===== src/rtl/cache_fill_sequencer.sv =====
// Cache miss sequencer: writes back a dirty victim, fetches the missing line beat by beat,
// then writes the assembled line into the victim way and strobes the replacement policy.
module cache_fill_sequencer #(
  parameter int NUMWAYS = 4,
  parameter int LINELEN = 512,
  parameter int AHBW    = 64,
  parameter int PA_BITS = 34
) (
  input  logic               clk,
  input  logic               reset,
  input  logic               Miss,
  input  logic [PA_BITS-1:0] MissAddr,
  input  logic [NUMWAYS-1:0] VictimWay,
  input  logic               VictimDirty,
  input  logic [PA_BITS-1:0] VictimAddr,
  input  logic [LINELEN-1:0] VictimLine,
  output logic               BusReq,
  output logic               BusWrite,
  output logic [PA_BITS-1:0] BusAddr,
  output logic [AHBW-1:0]    BusWData,
  input  logic               BusAck,
  input  logic [AHBW-1:0]    BusRData,
  output logic [NUMWAYS-1:0] LineWrEn,
  output logic [LINELEN-1:0] FillLine,
  output logic               LRUWriteEn,
  output logic               MissDone
);

  localparam int BEATS     = LINELEN / AHBW;
  localparam int CNTW      = (BEATS > 1) ? $clog2(BEATS) : 1;
  localparam int BEATBYTES = AHBW / 8;

  typedef enum logic [2:0] {
    IDLE      = 3'd0,
    WRITEBACK = 3'd1,
    FETCH     = 3'd2,
    WRITE     = 3'd3,
    DONE      = 3'd4
  } state_t;

  state_t              state_r;
  state_t              stateNext_s;
  logic [CNTW-1:0]     beatCnt_r;
  logic [PA_BITS-1:0]  missAddr_r;
  logic [PA_BITS-1:0]  victimAddr_r;
  logic [NUMWAYS-1:0]  victimWay_r;
  logic [LINELEN-1:0]  victimLine_r;
  logic [LINELEN-1:0]  lineBuf_r;
  logic                lastBeat_s;
  logic [PA_BITS-1:0]  beatOffset_s;

  // Lines never straddle the address space top, so a plain modulo add is enough.
  assign lastBeat_s   = (beatCnt_r == CNTW'(BEATS - 1));
  assign beatOffset_s = PA_BITS'(beatCnt_r) * PA_BITS'(BEATBYTES);
  assign FillLine     = lineBuf_r;

  // State register.
  always_ff @(posedge clk) begin
    if (reset) begin
      state_r <= IDLE;
    end else begin
      state_r <= stateNext_s;
    end
  end

  // Miss latch, beat counter and fill buffer.
  always_ff @(posedge clk) begin
    if (reset) begin
      beatCnt_r    <= '0;
      lineBuf_r    <= '0;
      missAddr_r   <= '0;
      victimAddr_r <= '0;
      victimWay_r  <= '0;
      victimLine_r <= '0;
    end else begin
      case (state_r)
        IDLE: begin
          if (Miss) begin
            missAddr_r   <= MissAddr;
            victimAddr_r <= VictimAddr;
            victimWay_r  <= VictimWay;
            victimLine_r <= VictimLine;
            beatCnt_r    <= '0;
          end
        end
        WRITEBACK: begin
          if (BusAck) begin
            beatCnt_r <= lastBeat_s ? '0 : beatCnt_r + CNTW'(1);
          end
        end
        FETCH: begin
          if (BusAck) begin
            lineBuf_r[beatCnt_r*AHBW +: AHBW] <= BusRData;
            beatCnt_r <= lastBeat_s ? '0 : beatCnt_r + CNTW'(1);
          end
        end
        default: begin
          beatCnt_r <= beatCnt_r;
        end
      endcase
    end
  end

  // Next-state and Moore output decode from the registered state.
  always_comb begin
    stateNext_s = state_r;
    BusReq      = 1'b0;
    BusWrite    = 1'b0;
    BusAddr     = '0;
    BusWData    = '0;
    LineWrEn    = '0;
    LRUWriteEn  = 1'b0;
    MissDone    = 1'b0;
    case (state_r)
      IDLE: begin
        if (Miss) begin
          stateNext_s = VictimDirty ? WRITEBACK : FETCH;
        end else begin
          stateNext_s = IDLE;
        end
      end
      WRITEBACK: begin
        BusReq   = 1'b1;
        BusWrite = 1'b1;
        BusAddr  = victimAddr_r + beatOffset_s;
        BusWData = victimLine_r[beatCnt_r*AHBW +: AHBW];
        if (BusAck && lastBeat_s) begin
          stateNext_s = FETCH;
        end else begin
          stateNext_s = WRITEBACK;
        end
      end
      FETCH: begin
        BusReq  = 1'b1;
        BusAddr = missAddr_r + beatOffset_s;
        if (BusAck && lastBeat_s) begin
          stateNext_s = WRITE;
        end else begin
          stateNext_s = FETCH;
        end
      end
      WRITE: begin
        LineWrEn    = victimWay_r;
        LRUWriteEn  = 1'b1;
        stateNext_s = DONE;
      end
      DONE: begin
        MissDone    = 1'b1;
        stateNext_s = IDLE;
      end
      default: begin
        stateNext_s = IDLE;
      end
    endcase
  end

endmodule

===== config.mk =====
export PLATFORM = sky130hd
export DESIGN_NAME = cache_fill_sequencer
export DESIGN_NICKNAME = d
export VERILOG_FILES = /design/src/rtl/cache_fill_sequencer.sv
export SDC_FILE = /design/constraint.sdc
export NUM_CORES = 2
export LEC_CHECK = 0
export ABC_AREA = 1
export BUFFER_PORTS_ARGS = -buffer_cell sky130_fd_sc_hd__buf_4
export CORE_AREA = 3 3 497 499
export CTS_CLUSTER_SIZE = 16
export DETAILED_ROUTE_END_ITERATION = 10
export DIE_AREA = 0 0 500 502
export GPL_TIMING_DRIVEN = 0
export MAX_ROUTING_LAYER = met4
export PLACE_DENSITY = 0.38
export RECOVER_POWER = 25
export SLEW_MARGIN = 10
export SYNTH_ARGS = -nofsm -noshare
export SYNTH_HDL_FRONTEND = slang
export SYNTH_SLANG_ARGS = --single-unit

===== constraint.sdc =====
create_clock -name clk -period 3.6 [get_ports clk]
set_input_delay 0.36 -clock clk [delete_from_list [all_inputs] [get_ports clk]]
set_output_delay 0.36 -clock clk [all_outputs]
set_load 0.05 [all_outputs]

# Word level (Yosys, flattened, before mapping)

Index checks and enable logic that the tools add are counted.

Register bits: 1,102
Logic and storage cells: 45
Input port bits: 653

$add $sub $neg: 4
Mux-type cells: 17
Equality and inequality tests: 7
Shift-type cells: 3
Reduce and logical (&&, ||, !) cells: 7

Operators with widths:

| operator                                                | count |
|---|---|
| bitwise mux 512 bit                                     | 1 |
| variable shift 64 x 34 -> 512 bit, first input constant | 1 |
| variable part select 512 x 10 -> 64 bit                 | 1 |
| variable part select 64 x 34 -> 512 bit                 | 1 |
| adder 34 x 6 -> 34 bit                                  | 2 |
| case mux 34 bit (2 select lines)                        | 1 |
| 2-to-1 mux 64 bit                                       | 1 |
| negation 9 -> 34 bit                                    | 1 |
| case mux 3 bit (4 select lines)                         | 1 |
| 2-to-1 mux 3 bit                                        | 3 |
| equality test 3 x 2 -> 1 bit, second input constant     | 2 |
| equality test 3 bit, second input constant              | 2 |
| 2-to-1 mux 2 bit                                        | 3 |
| case mux 3 bit (2 select lines)                         | 1 |
| 2-to-1 mux 1 bit                                        | 5 |
| 2-to-1 mux 4 bit                                        | 1 |
| AND reduction 2 bit                                     | 2 |
| adder 3 x 1 -> 3 bit, second input constant             | 1 |
| equality test 3 x 1 -> 1 bit, second input constant     | 1 |
| logical NOT 3 bit                                       | 1 |
| AND reduction 3 bit                                     | 1 |
| inequality test 2 x 1 -> 1 bit, second input constant   | 1 |
| inequality test 2 bit, second input constant            | 1 |
| nonzero test 2 bit                                      | 1 |
| 2 further kinds                                         | 2 |

# Logic depth before layout (Yosys ltp)

Depth in word-level cells: 4
Gate-level depth with buffers: 19

# Worst setup path after synthesis

No wires, ideal clock.

Kind: register -> output
Start point: register state_r[0]
End point: output port BusAddr[20]
Buffers on the path: 3
Arrival: 3.440 ns
Slack: -0.200 ns
Cell stages (with the launch flop): 16
Cell sequence: dfxtp_1 nor2_8 nand2_8 buf_6 buf_2 clkbuf_1 o21ai_0 ha_1 nand3_1 nand3_1 nand2_1 nor2_2 nand2_1 nor2_4 nor2_1 nor3b_1

Longest elaborated chain between the ends: 2

RTL lines:

| element                                                                      | RTL line | text |
|---|---|---|
| start: declaration                                                           | 41       | `state_t state_r;` |
| start signal: assignment                                                     | 62       | `state_r <= stateNext_s;` |
| equality test 3 x 2 -> 1 bit or equality test 3 x 1 -> 1 bit (tied branches) | 114      | `case (state_r)` |
| case mux 34 bit (2 select lines) (*)                                         | 114      |  |
| end: declaration                                                             | 19       | `output logic [PA_BITS-1:0] BusAddr,` |

Mark *: on every way between the ends. The rest lies on a longest branch, timed or not.

# Worst setup path after layout

Start point: register state_r[2]
End point: output port BusAddr[31]

The elaborated chain is that of the path after synthesis.

==> results.sh <==
export IMPL_status="complete, but fails checks"
export IMPL_violations="negative setup slack"
export IMPL_hp_class="input pin to flip-flop"
export IMPL_hold_depth=3
export IMPL_maxSlewHeadroom=0.135
export IMPL_rsz0062_at_grt="true"
export IMPL_antenna_found_initial=131
export IMPL_ys_ff_latch=1102
export IMPL_placed_area_mm2=0.0579
export IMPL_synth_top_area_share=0.498
export IMPL_maxSlewViolCount=0
export IMPL_design_core_area_mm2=0.243
export IMPL_vias_per_cell=4.62
export IMPL_clock_sinks=1102
export IMPL_critPathMaxFanout=7
export IMPL_drv_cap=0
export IMPL_worst_setup_path_type="flip-flop to primary output"
export IMPL_synth_area_per_cell_um2=7.44
export IMPL_syn_to_final_growth_pct=57.5
export IMPL_grt_max_degree=20
export IMPL_wl_per_cell_um=29.2
export IMPL_grt_util_met1=0.326
export IMPL_period_share=1.09
export IMPL_crit_family="simple AND/OR/NAND/NOR gates"
export IMPL_busiest_layer="met2"
export IMPL_final_util=0.287
export IMPL_clock_latency_ps=840
export IMPL_cts_made_buffers=144
export IMPL_drt_total_wl_um=335000
export IMPL_overflow=0
export IMPL_clk_pin_slew_ps=60
export IMPL_num_vias=52900
export IMPL_startpoint_type="flip-flop"
export IMPL_nets=8723
export IMPL_required_ps=3240
export IMPL_first_iter_violations=4916
export IMPL_clockBufferDepth=3
export IMPL_crit_cells=20
export IMPL_hold_violations=0
export IMPL_powerDensity_mw_per_mm2=516
export IMPL_die_y_um=502
export IMPL_grt_pass1_vias=52400
export IMPL_synth_top_cell_by_area="dfxtp_1"
export IMPL_netlist_area_mm2=0.0443
export IMPL_cts_root_buffer="clkbuf_16"
export IMPL_tightestPinTransition_ps=1300
export IMPL_crit_buf_inv=5
export IMPL_finClkSkew_ps=54.6
export IMPL_cts_tree="yes"
export IMPL_hold_worst_slack_ps=64.3
export IMPL_synth_area_leaders="dfxtp_1, a21oi_1, o21ai_0, nand2_1, inv_1"
export IMPL_fin_crit_ps=3930
export IMPL_synth_warnings=0
export IMPL_place_gp_congestion=0.958
export IMPL_yosysUniqueCellTypes=34
export IMPL_die_area_mm2=0.251
export IMPL_critPathSlowestCell="dfxtp_4"
export IMPL_timing_fmax_mhz=254
export IMPL_start_util=0.182
export IMPL_drive_above_1_share=0.192
export IMPL_die_width_um=500
export IMPL_end_kind="primary output"
export IMPL_cp_arrival_ps=3570
export IMPL_crit_chain="nor2_8 -> nand2_8 -> buf_12 -> buf_12 -> clkbuf_16 -> nand2_2 -> o21ai_4 -> ha_4 -> fa_2 -> nand2_2 -> nand2_4 -> nand3_4 -> nor2_4 -> buf_4 -> nand2_2 -> nor2_4 -> nand4_1 -> nand2_1 -> nor2_4 -> buf_8"
export IMPL_synth_nets=6623
export IMPL_fin_tns_setup_ps=-6730
export IMPL_fin_ws_ps=-330
export IMPL_hpwl_um=273000
export IMPL_ir_drop_mv=0.490
export IMPL_drc=0
export IMPL_dr_pass1_iters=8
export IMPL_setup_viol=28
export IMPL_cellLeakagePower_nw=27.3
export IMPL_num_rows=181
export IMPL_grt_total_usage=0.262
export IMPL_io_buffers=1270
export IMPL_r2r_cells=14
export IMPL_cts_max_level=4
export IMPL_seq_area_frac_synth=0.498
export IMPL_final_area_mm2=0.0698
export IMPL_ioPinCount=1271
export IMPL_slowest_delay_ps=360
export IMPL_grt_pass1_wl_um=444000
export IMPL_grtUsageMet3=0.0639
export IMPL_gr_usage_met2=0.410
export IMPL_ant_nets=0
export IMPL_syn_inst=5959
-- synth_stat cells --
cell      count
nor2_8        1
buf_6         8
buf_4         4
nand2_8       1
nand4_1       3
a21oi_1    1301
ha_1         10
clkbuf_1    325
o21ai_1      41
dfxtp_1    1102
nor2_4        2
nor3_2        1
buf_1        26
nand3_1     211
a211oi_1      3
nand2_1     857
o21bai_1      1
nand3_2       1
inv_2         8
nand3b_1      1
a31oi_1      67
nor4_4        1
inv_1       454
clkinv_1      1
o211ai_1      2
buf_2       152
o21ai_0    1052
o22ai_1       3
nor3_1       56
fa_1          1
nor3b_1       1
nor2_1      248
nand2_2       1
nor2_2       13
-- metal layers --
metal	share of wire	vias to the layer above
li1	-	24400
met1	0.43	25900
met2	0.45	2217
met3	0.076	471
met4	0.045	0
met5	0	-
-- tightest hold or removal path: cells and delay by family --
family,cells,cell delay [ps]
compound gates,2,340
buf+inv,1,150
-- layout by cell type, fill, tap and decap left out, types with 8 or more instances in the layout --
master         synthesis  final
buf_6                  8     44
buf_12                 0      9
dlygate4sd3_1          0    646
nor3_1                56     50
clkbuf_16              0    148
a21oi_1             1301   1290
bufinv_16              0     10
dfxtp_1             1102   1097
a31oi_1               67     54
buf_1                 26     14
nor2_1               248    211
nor2_4                 2     36
diode_2                0     77
clkbuf_8               0     37
inv_1                454    453
inv_2                  8      8
clkbuf_1             325    683
nand3_4                0      8
nand2_1              857    812
nand3_1              211    196
buf_8                  0     11
nand2_2                1     39
o21ai_1               41     53
buf_4                  4    859
clkinv_2               0     21
clkbuf_4               0     14
clkbuf_2               0     72
buf_2                152    144
nor2_2                13     16
nand3_2                1      8
o21ai_0             1052   1029
a31oi_2                0      9
-- sequential cells by signal (all words and copies together), names as in the netlist --
| signal | flops |
|---|---|
| victimAddr_r | 34 |
| beatCnt_r | 3 |
| victimWay_r | 4 |
| missAddr_r | 34 |
| state_r | 3 |
| victimLine_r | 512 |
| FillLine | 512 |
-- per-stage QoR --
step                      total power [mW]  cells  worst slack [ps]
after CTS                             36.2  11400              -382
final                                 36.0  11500              -330
after global routing                  37.2  11400              -465
after global placement                19.9  10400             -3070
after detailed placement              19.9  10400             -3030
after floorplan                       16.5   5959              18.7
-- cell type report --
cell class / count / area [um^2]
Tap cell: 3202 / 4010
Multi-Input combinational cell: 3879 / 19200
Clock inverter: 49 / 766
Inverter: 463 / 1740
Clock buffer: 212 / 4220
Buffer: 514 / 2560
Timing Repair Buffer: 1955 / 15000
Antenna cell: 77 / 193
Fill cell: 26700 / 173000
Sequential cell: 1102 / 22100
-- worst paths after layout --
path,startpoint,endpoint,slack (ps)
max,state_r[2],BusAddr[31],-330
min,VictimLine[322],victimLine_r[322],60
max reg2reg,beatCnt_r[0],FillLine[87],100
min reg2reg,victimLine_r[422],victimLine_r[422],450
-- where the power goes --
| group | internal [mW] | total [mW] | switching (mW) |
|---|---|---|---|
| logic | 2.34 | 7.61 | 5.27 |
| clock network | 8.95 | 15.3 | 6.37 |
| registers | 12.8 | 13.1 | 0.259 |
-- repair_timing --
item	CTS	global route
pin swaps	44	40
hold buffers	646	0
gates resized for setup	358	113
setup endpoints to repair	616	278
buffers inserted	25	10
endpoints found under the hold margin	909	0
-- logic make-up after synthesis --
group,Yosys count,synth area share
AO/OA/AOI/OAI,2470,0.281
adder cells (fa/ha/maj),11,0.00328
buffers and inverters,978,0.0888
flip-flops,1102,0.498
AND/OR/NAND/NOR,1398,0.129
(Power assumes the default switching activity.)
